### src/rtl/dmem_arb_pkg.sv
// Shared types and defaults for the CPU / I/O data-memory arbiter.
package dmem_arb_pkg;

    localparam int ADDR_W_DEF = 12;
    localparam int DATA_W_DEF = 32;

    typedef enum logic [1:0] {
        ST_IDLE   = 2'd0,
        ST_ACCESS = 2'd1,
        ST_RESP   = 2'd2
    } state_e;

    typedef enum logic {
        REQ_CPU = 1'b0,
        REQ_IO  = 1'b1
    } req_id_e;

    function automatic logic word_misaligned(input logic [1:0] lsb);
        return (lsb != 2'b00);
    endfunction

endpackage

### src/rtl/dmem_rr_pick.sv
// Two-way round-robin picker: a lone request wins; on a tie the requester not granted last wins.
module dmem_rr_pick
    import dmem_arb_pkg::*;
(
    input  logic [1:0] req_i,
    input  req_id_e    last_grant_i,
    output req_id_e    grant_o
);

    // Bit 0 is the CPU request, bit 1 the I/O request.
    always_comb begin
        grant_o = REQ_CPU;
        case (req_i)
            2'b01:   grant_o = REQ_CPU;
            2'b10:   grant_o = REQ_IO;
            2'b11:   grant_o = (last_grant_i == REQ_CPU) ? REQ_IO : REQ_CPU;
            default: grant_o = REQ_CPU;
        endcase
    end

endmodule

### src/rtl/dmem_arbiter.sv
// Arbitrates CPU and I/O requesters onto one data-memory port (IDLE -> ACCESS -> RESP).
// Define DMEM_ARB_ALIGN_CHK_EN to skip non-word-aligned accesses and flag them on err.
module dmem_arbiter
    import dmem_arb_pkg::*;
#(
    parameter int ADDR_W = ADDR_W_DEF,
    parameter int DATA_W = DATA_W_DEF
) (
    input  logic              clk,
    input  logic              reset,
    input  logic              cpu_req,
    input  logic              cpu_wr,
    input  logic [ADDR_W-1:0] cpu_addr,
    input  logic [DATA_W-1:0] cpu_wdata,
    output logic              cpu_ack,
    output logic [DATA_W-1:0] cpu_rdata,
    input  logic              io_req,
    input  logic              io_wr,
    input  logic [ADDR_W-1:0] io_addr,
    input  logic [DATA_W-1:0] io_wdata,
    output logic              io_ack,
    output logic [DATA_W-1:0] io_rdata,
    output logic              err,
    output logic              dm_cs,
    output logic              dm_rd,
    output logic              dm_wr,
    output logic [ADDR_W-1:0] dm_addr,
    output logic [DATA_W-1:0] dm_din,
    input  logic [DATA_W-1:0] dm_dout
);

    state_e            state_q, state_d;
    req_id_e           last_grant_q, last_grant_d;
    req_id_e           owner_q, owner_d;
    req_id_e           pick_s;
    logic              any_req_s, sel_wr_s, misaligned_s;
    logic [ADDR_W-1:0] sel_addr_s;
    logic [DATA_W-1:0] sel_wdata_s;
    logic              wr_q, wr_d, skip_q, skip_d;
    logic [ADDR_W-1:0] addr_q, addr_d;
    logic [DATA_W-1:0] wdata_q, wdata_d;
    logic [DATA_W-1:0] cpu_rdata_q, cpu_rdata_d, io_rdata_q, io_rdata_d;
    logic              cpu_ack_q, cpu_ack_d, io_ack_q, io_ack_d, err_q, err_d;
    logic              dm_cs_q, dm_cs_d, dm_rd_q, dm_rd_d, dm_wr_q, dm_wr_d;

    dmem_rr_pick u_pick (
        .req_i        ({io_req, cpu_req}),
        .last_grant_i (last_grant_q),
        .grant_o      (pick_s)
    );

    assign any_req_s   = cpu_req | io_req;
    assign sel_wr_s    = (pick_s == REQ_IO) ? io_wr    : cpu_wr;
    assign sel_addr_s  = (pick_s == REQ_IO) ? io_addr  : cpu_addr;
    assign sel_wdata_s = (pick_s == REQ_IO) ? io_wdata : cpu_wdata;

`ifdef DMEM_ARB_ALIGN_CHK_EN
    assign misaligned_s = word_misaligned(sel_addr_s[1:0]);
`else
    assign misaligned_s = 1'b0;
`endif

    // State register.
    always_ff @(posedge clk or posedge reset) begin
        if (reset) begin
            state_q <= ST_IDLE;
        end else begin
            state_q <= state_d;
        end
    end

    // Next-state logic: ACCESS and RESP each last one cycle.
    always_comb begin
        state_d = state_q;
        case (state_q)
            ST_IDLE: begin
                if (any_req_s) begin
                    state_d = ST_ACCESS;
                end else begin
                    state_d = ST_IDLE;
                end
            end
            ST_ACCESS: state_d = ST_RESP;
            ST_RESP:   state_d = ST_IDLE;
            default:   state_d = ST_IDLE;
        endcase
    end

    // Output/datapath logic: memory strobes are set up one edge early so they are registered in ACCESS.
    always_comb begin
        last_grant_d = last_grant_q;
        owner_d      = owner_q;
        wr_d         = wr_q;
        skip_d       = skip_q;
        addr_d       = addr_q;
        wdata_d      = wdata_q;
        cpu_rdata_d  = cpu_rdata_q;
        io_rdata_d   = io_rdata_q;
        cpu_ack_d    = 1'b0;
        io_ack_d     = 1'b0;
        err_d        = 1'b0;
        dm_cs_d      = 1'b0;
        dm_rd_d      = 1'b0;
        dm_wr_d      = 1'b0;
        case (state_q)
            ST_IDLE: begin
                if (any_req_s) begin
                    last_grant_d = pick_s;
                    owner_d      = pick_s;
                    wr_d         = sel_wr_s;
                    skip_d       = misaligned_s;
                    addr_d       = sel_addr_s;
                    wdata_d      = sel_wdata_s;
                    dm_cs_d      = ~misaligned_s;
                    dm_rd_d      = ~misaligned_s & ~sel_wr_s;
                    dm_wr_d      = ~misaligned_s & sel_wr_s;
                end else begin
                    last_grant_d = last_grant_q;
                end
            end
            ST_ACCESS: begin
                if (!skip_q && !wr_q && owner_q == REQ_CPU) begin
                    cpu_rdata_d = dm_dout;
                end else begin
                    cpu_rdata_d = cpu_rdata_q;
                end
                if (!skip_q && !wr_q && owner_q == REQ_IO) begin
                    io_rdata_d = dm_dout;
                end else begin
                    io_rdata_d = io_rdata_q;
                end
                cpu_ack_d = (owner_q == REQ_CPU);
                io_ack_d  = (owner_q == REQ_IO);
                err_d     = skip_q;
            end
            ST_RESP: begin
                cpu_ack_d = 1'b0;
                io_ack_d  = 1'b0;
            end
            default: begin
                cpu_ack_d = 1'b0;
                io_ack_d  = 1'b0;
            end
        endcase
    end

    // Datapath and output registers; reset aborts any access in flight.
    always_ff @(posedge clk or posedge reset) begin
        if (reset) begin
            last_grant_q <= REQ_IO;
            owner_q      <= REQ_CPU;
            wr_q         <= 1'b0;
            skip_q       <= 1'b0;
            addr_q       <= '0;
            wdata_q      <= '0;
            cpu_rdata_q  <= '0;
            io_rdata_q   <= '0;
            cpu_ack_q    <= 1'b0;
            io_ack_q     <= 1'b0;
            err_q        <= 1'b0;
            dm_cs_q      <= 1'b0;
            dm_rd_q      <= 1'b0;
            dm_wr_q      <= 1'b0;
        end else begin
            last_grant_q <= last_grant_d;
            owner_q      <= owner_d;
            wr_q         <= wr_d;
            skip_q       <= skip_d;
            addr_q       <= addr_d;
            wdata_q      <= wdata_d;
            cpu_rdata_q  <= cpu_rdata_d;
            io_rdata_q   <= io_rdata_d;
            cpu_ack_q    <= cpu_ack_d;
            io_ack_q     <= io_ack_d;
            err_q        <= err_d;
            dm_cs_q      <= dm_cs_d;
            dm_rd_q      <= dm_rd_d;
            dm_wr_q      <= dm_wr_d;
        end
    end

    assign cpu_ack   = cpu_ack_q;
    assign io_ack    = io_ack_q;
    assign cpu_rdata = cpu_rdata_q;
    assign io_rdata  = io_rdata_q;
    assign err       = err_q;
    assign dm_cs     = dm_cs_q;
    assign dm_rd     = dm_rd_q;
    assign dm_wr     = dm_wr_q;
    assign dm_addr   = addr_q;
    assign dm_din    = wdata_q;

endmodule
### config.mk
export PLATFORM = sky130hd
export DESIGN_NAME = dmem_arbiter
export DESIGN_NICKNAME = d
export VERILOG_FILES = /design/src/rtl/dmem_arb_pkg.sv /design/src/rtl/dmem_rr_pick.sv /design/src/rtl/dmem_arbiter.sv
export SDC_FILE = /design/constraint.sdc
export NUM_CORES = 1
export LEC_CHECK = 0
export CORE_MARGIN = 5
export CORE_UTILIZATION = 30
export CTS_CLUSTER_DIAMETER = 120
export DETAILED_ROUTE_END_ITERATION = 7
export SLEW_MARGIN = 40
export SYNTH_ARGS = -nofsm -noshare
export SYNTH_HDL_FRONTEND = slang
export SYNTH_SLANG_ARGS = --single-unit
export TNS_END_PERCENT = 5
### constraint.sdc
create_clock -name clk -period 6.05 [get_ports clk]
set_input_delay 1.21 -clock clk [delete_from_list [all_inputs] [get_ports clk]]
set_output_delay 1.21 -clock clk [all_outputs]
set_load 0.05 [all_outputs]
==> results.cfg <==
[synthesis]
top_reg_cell_synth = sky130_fd_sc_hd__dfrtp_1
yosys_register_bits = 117
yosys.cell_types.count = 27
mappedNetlistArea_um2 = 4950
syn_nets = 537
netlist_instances = 411
synth-async-reset-ratio = 1.00
sequential_fraction_of_the_synthesis_area = 0.592
number_of_synthesized_flops_with_an_enable_pin = 0
synthesized_area_per_cell_um2 = 12.0
synth-warning-count = 0

[routing]
via_count = 4068
detail_route.vias_per_cell = 4.65
drc = 0
firstDrtPassIters = 4
ant_nets = 0
route.detailed.wl_per_inst_um = 16.8
drtIter0Drc = 105
routed_wirelength_mm = 14.7

[hold_path]
hold_path_class = flip-flop to flip-flop

[setup_path]
cp_peak_stage_delay_ns = 0.60
critPathMaxFanout = 47
kind_of_launch_point_of_the_worst_setup_path = input port
critPathArrivalTime_ns = 3.27
setup.worst_path.class = input port to flip-flop
critPathRequiredTime_ns = 6.28
timing.critical_path.slowest_stage_cell = sky130_fd_sc_hd__inv_2
list_of_cells_traversed_by_the_critical_path = clkdlybuf4s50_1, or2_1, buf_4, nand2_2, inv_2, a31oi_1
critPathCaptureType = flip-flop

[pwr]
power.ir.vdd_worst_v = 0.000305
p_leak_uw = 0.00337
cellPowerDensity_nw_per_um2 = 674
total_power_uw = 5460

[die]
floorplan.die_area_um2 = 19200
floorplan.die.height_um = 138
top_level_ports = 240
die-width_um = 138
coreArea_um2 = 16400
floorplan.initialDensity = 0.301
core.rowCount = 47

[clocking]
tritoncts = yes
cts_root_buf = sky130_fd_sc_hd__clkbuf_16
hold_buf_count_cts = 0
clk-insertion-delay-late_ns = 0.40
clock_sink_count = 117
cts_made_buffers = 17
htree_levels = 4
cts_resizes = 0
cts_setup_buffers = 0
clockBufferDepth = 2
clk_pin_slew_ns = 0.05

[cells_and_area]
finalNetCount = 770
ant_diodes = 0
layout-area-overhead-vs-synth_pct = 63.8
finalInstanceArea_um2 = 8100
final_layout_size_suffix_gt1_frac = 0.164
finish.utilization = 0.494

[flow_run]
max_cap_viols = 0

[placed_design]
final_hpwl_dp_mm = 10.5
gp_congestion = 0.863
detailedPlace.worstSlack_ns = 2.58
port_buffers = 238
placement.cell_area_um2 = 7540

[timing]
max_freq_mhz = 329
report.final.setup_viol = 0
hold_viol_final = 0
timing_max_transition_violations_final = 0
grt_setup_unrepaired = false
timing.max_slew.rel_slack = 0.476
least_margin_pin_slew_ns = 0.786
fin_skew_ns = 0.00767
final.setup.tns_ns = 0
timing.final.crit_share = 0.502
post-route-worst-setup-slack_ns = 3.01
minimum_clock_period_after_layout_ns = 3.04

[global_route]
top_usage_layer = met2
first_global_vias = 4500
use_met3 = 0.0660
grt_use_met2 = 0.237
grt_max_degree = 80
grt_overflow_total = 0
antenna_found_initial = 0
first_pass_grt_wire_length_mm = 24.1
grt_util_all_layers = 0.156
grt_use_met1 = 0.199

[outcome]
outcome = complete, no violations
## synthesized netlist by cell type, drive strengths merged (3+ instances only)
master | number | area (um^2)
a31oi | 45 | 282
clkbuf | 8 | 30.0
a21oi | 47 | 235
buf | 24 | 183
dfrtp | 116 | 2900
inv | 3 | 11.3
nand2 | 89 | 337
nor2 | 3 | 11.3
mux2 | 64 | 833
## metrics by stage
step,hold slack (ns),std cells
finish,0.494,874
floorplan,0.459,411
global route,0.512,874
global placement,0.467,841
CTS,0.499,874
detailed placement,0.487,845
## layout make-up
class | count | area, um^2
Fill cell | 1428 | 8310
Sequential cell | 117 | 2930
Multi-Input combinational cell | 259 | 1820
Timing Repair Buffer | 246 | 2500
Clock inverter | 9 | 106
Inverter | 3 | 16.3
Tap cell | 220 | 275
Clock buffer | 20 | 457
## kinds of logic (layout without fill, tap and decap cells)
group	after synthesis	after routing	synth area share
other cells	1	1	0.000758
mux	65	65	0.171
compound gates	95	95	0.111
simple gates	98	98	0.0807
buf+inv	35	278	0.0453
flops	117	117	0.592
## critical path: cells and delay by family
kind	cells	cell delay, ns
buffers and inverters	3	1.60
and+or+nand+nor	2	0.26
AOI/OAI and AO/OA	1	0.18
## state kept, by name (all words and copies together), names as in the netlist
| register | count |
|---|---|
| cpu_ack | 1 |
| wr_q | 1 |
| dm_wr | 1 |
| state_q | 2 |
| io_ack | 1 |
| dm_addr | 12 |
| dm_rd | 1 |
| cpu_rdata | 32 |
| last_grant_q | 1 |
| owner_q | 1 |
| io_rdata | 32 |
| dm_din | 32 |
## placed cells by master (no fill, tap or decap), drive strengths merged, types with 4 or more instances in the layout
master         count
mux2              64
a21oi             47
clkdlybuf4s50    238
clkinv             4
buf                8
dfrtp            116
nand2             89
a31oi             45
clkbuf            20
## path summary, 6_finish.rpt
check	from	end	slack [ns]	depth (start not counted)
hold / removal	cpu_rdata[25]$_DFFE_PP0P_	cpu_rdata[25]$_DFFE_PP0P_	0.49	1
setup / recovery	cpu_req	dm_din[24]$_DFFE_PP0P_	3.01	6
hold reg to reg	cpu_rdata[25]$_DFFE_PP0P_	cpu_rdata[25]$_DFFE_PP0P_	0.49	1
setup reg to reg	state_q[0]$_DFF_PP0_	dm_din[24]$_DFFE_PP0P_	4.03	5
min in group asynchronous	reset	cpu_rdata[15]$_DFFE_PP0P_	1.30	2
max in group asynchronous	reset	last_grant_q$_DFFE_PP1P_	3.74	3
## routing by layer
| metal | part of all wire | wire (um) |
|---|---|---|
| met3 | 0.097 | 1430 |
| met2 | 0.45 | 6670 |
| met5 | 0 | 0 |
| met1 | 0.43 | 6370 |
| met4 | 0.015 | 216 |
## report_power, final
part           switching [uW]  leakage [uW]  internal, uW
Combinational            1950       0.00173          1140
Sequential                236       0.00138          1180
Clock                     333      0.000270           618
Note: power is estimated with default switching activity, not from simulation.
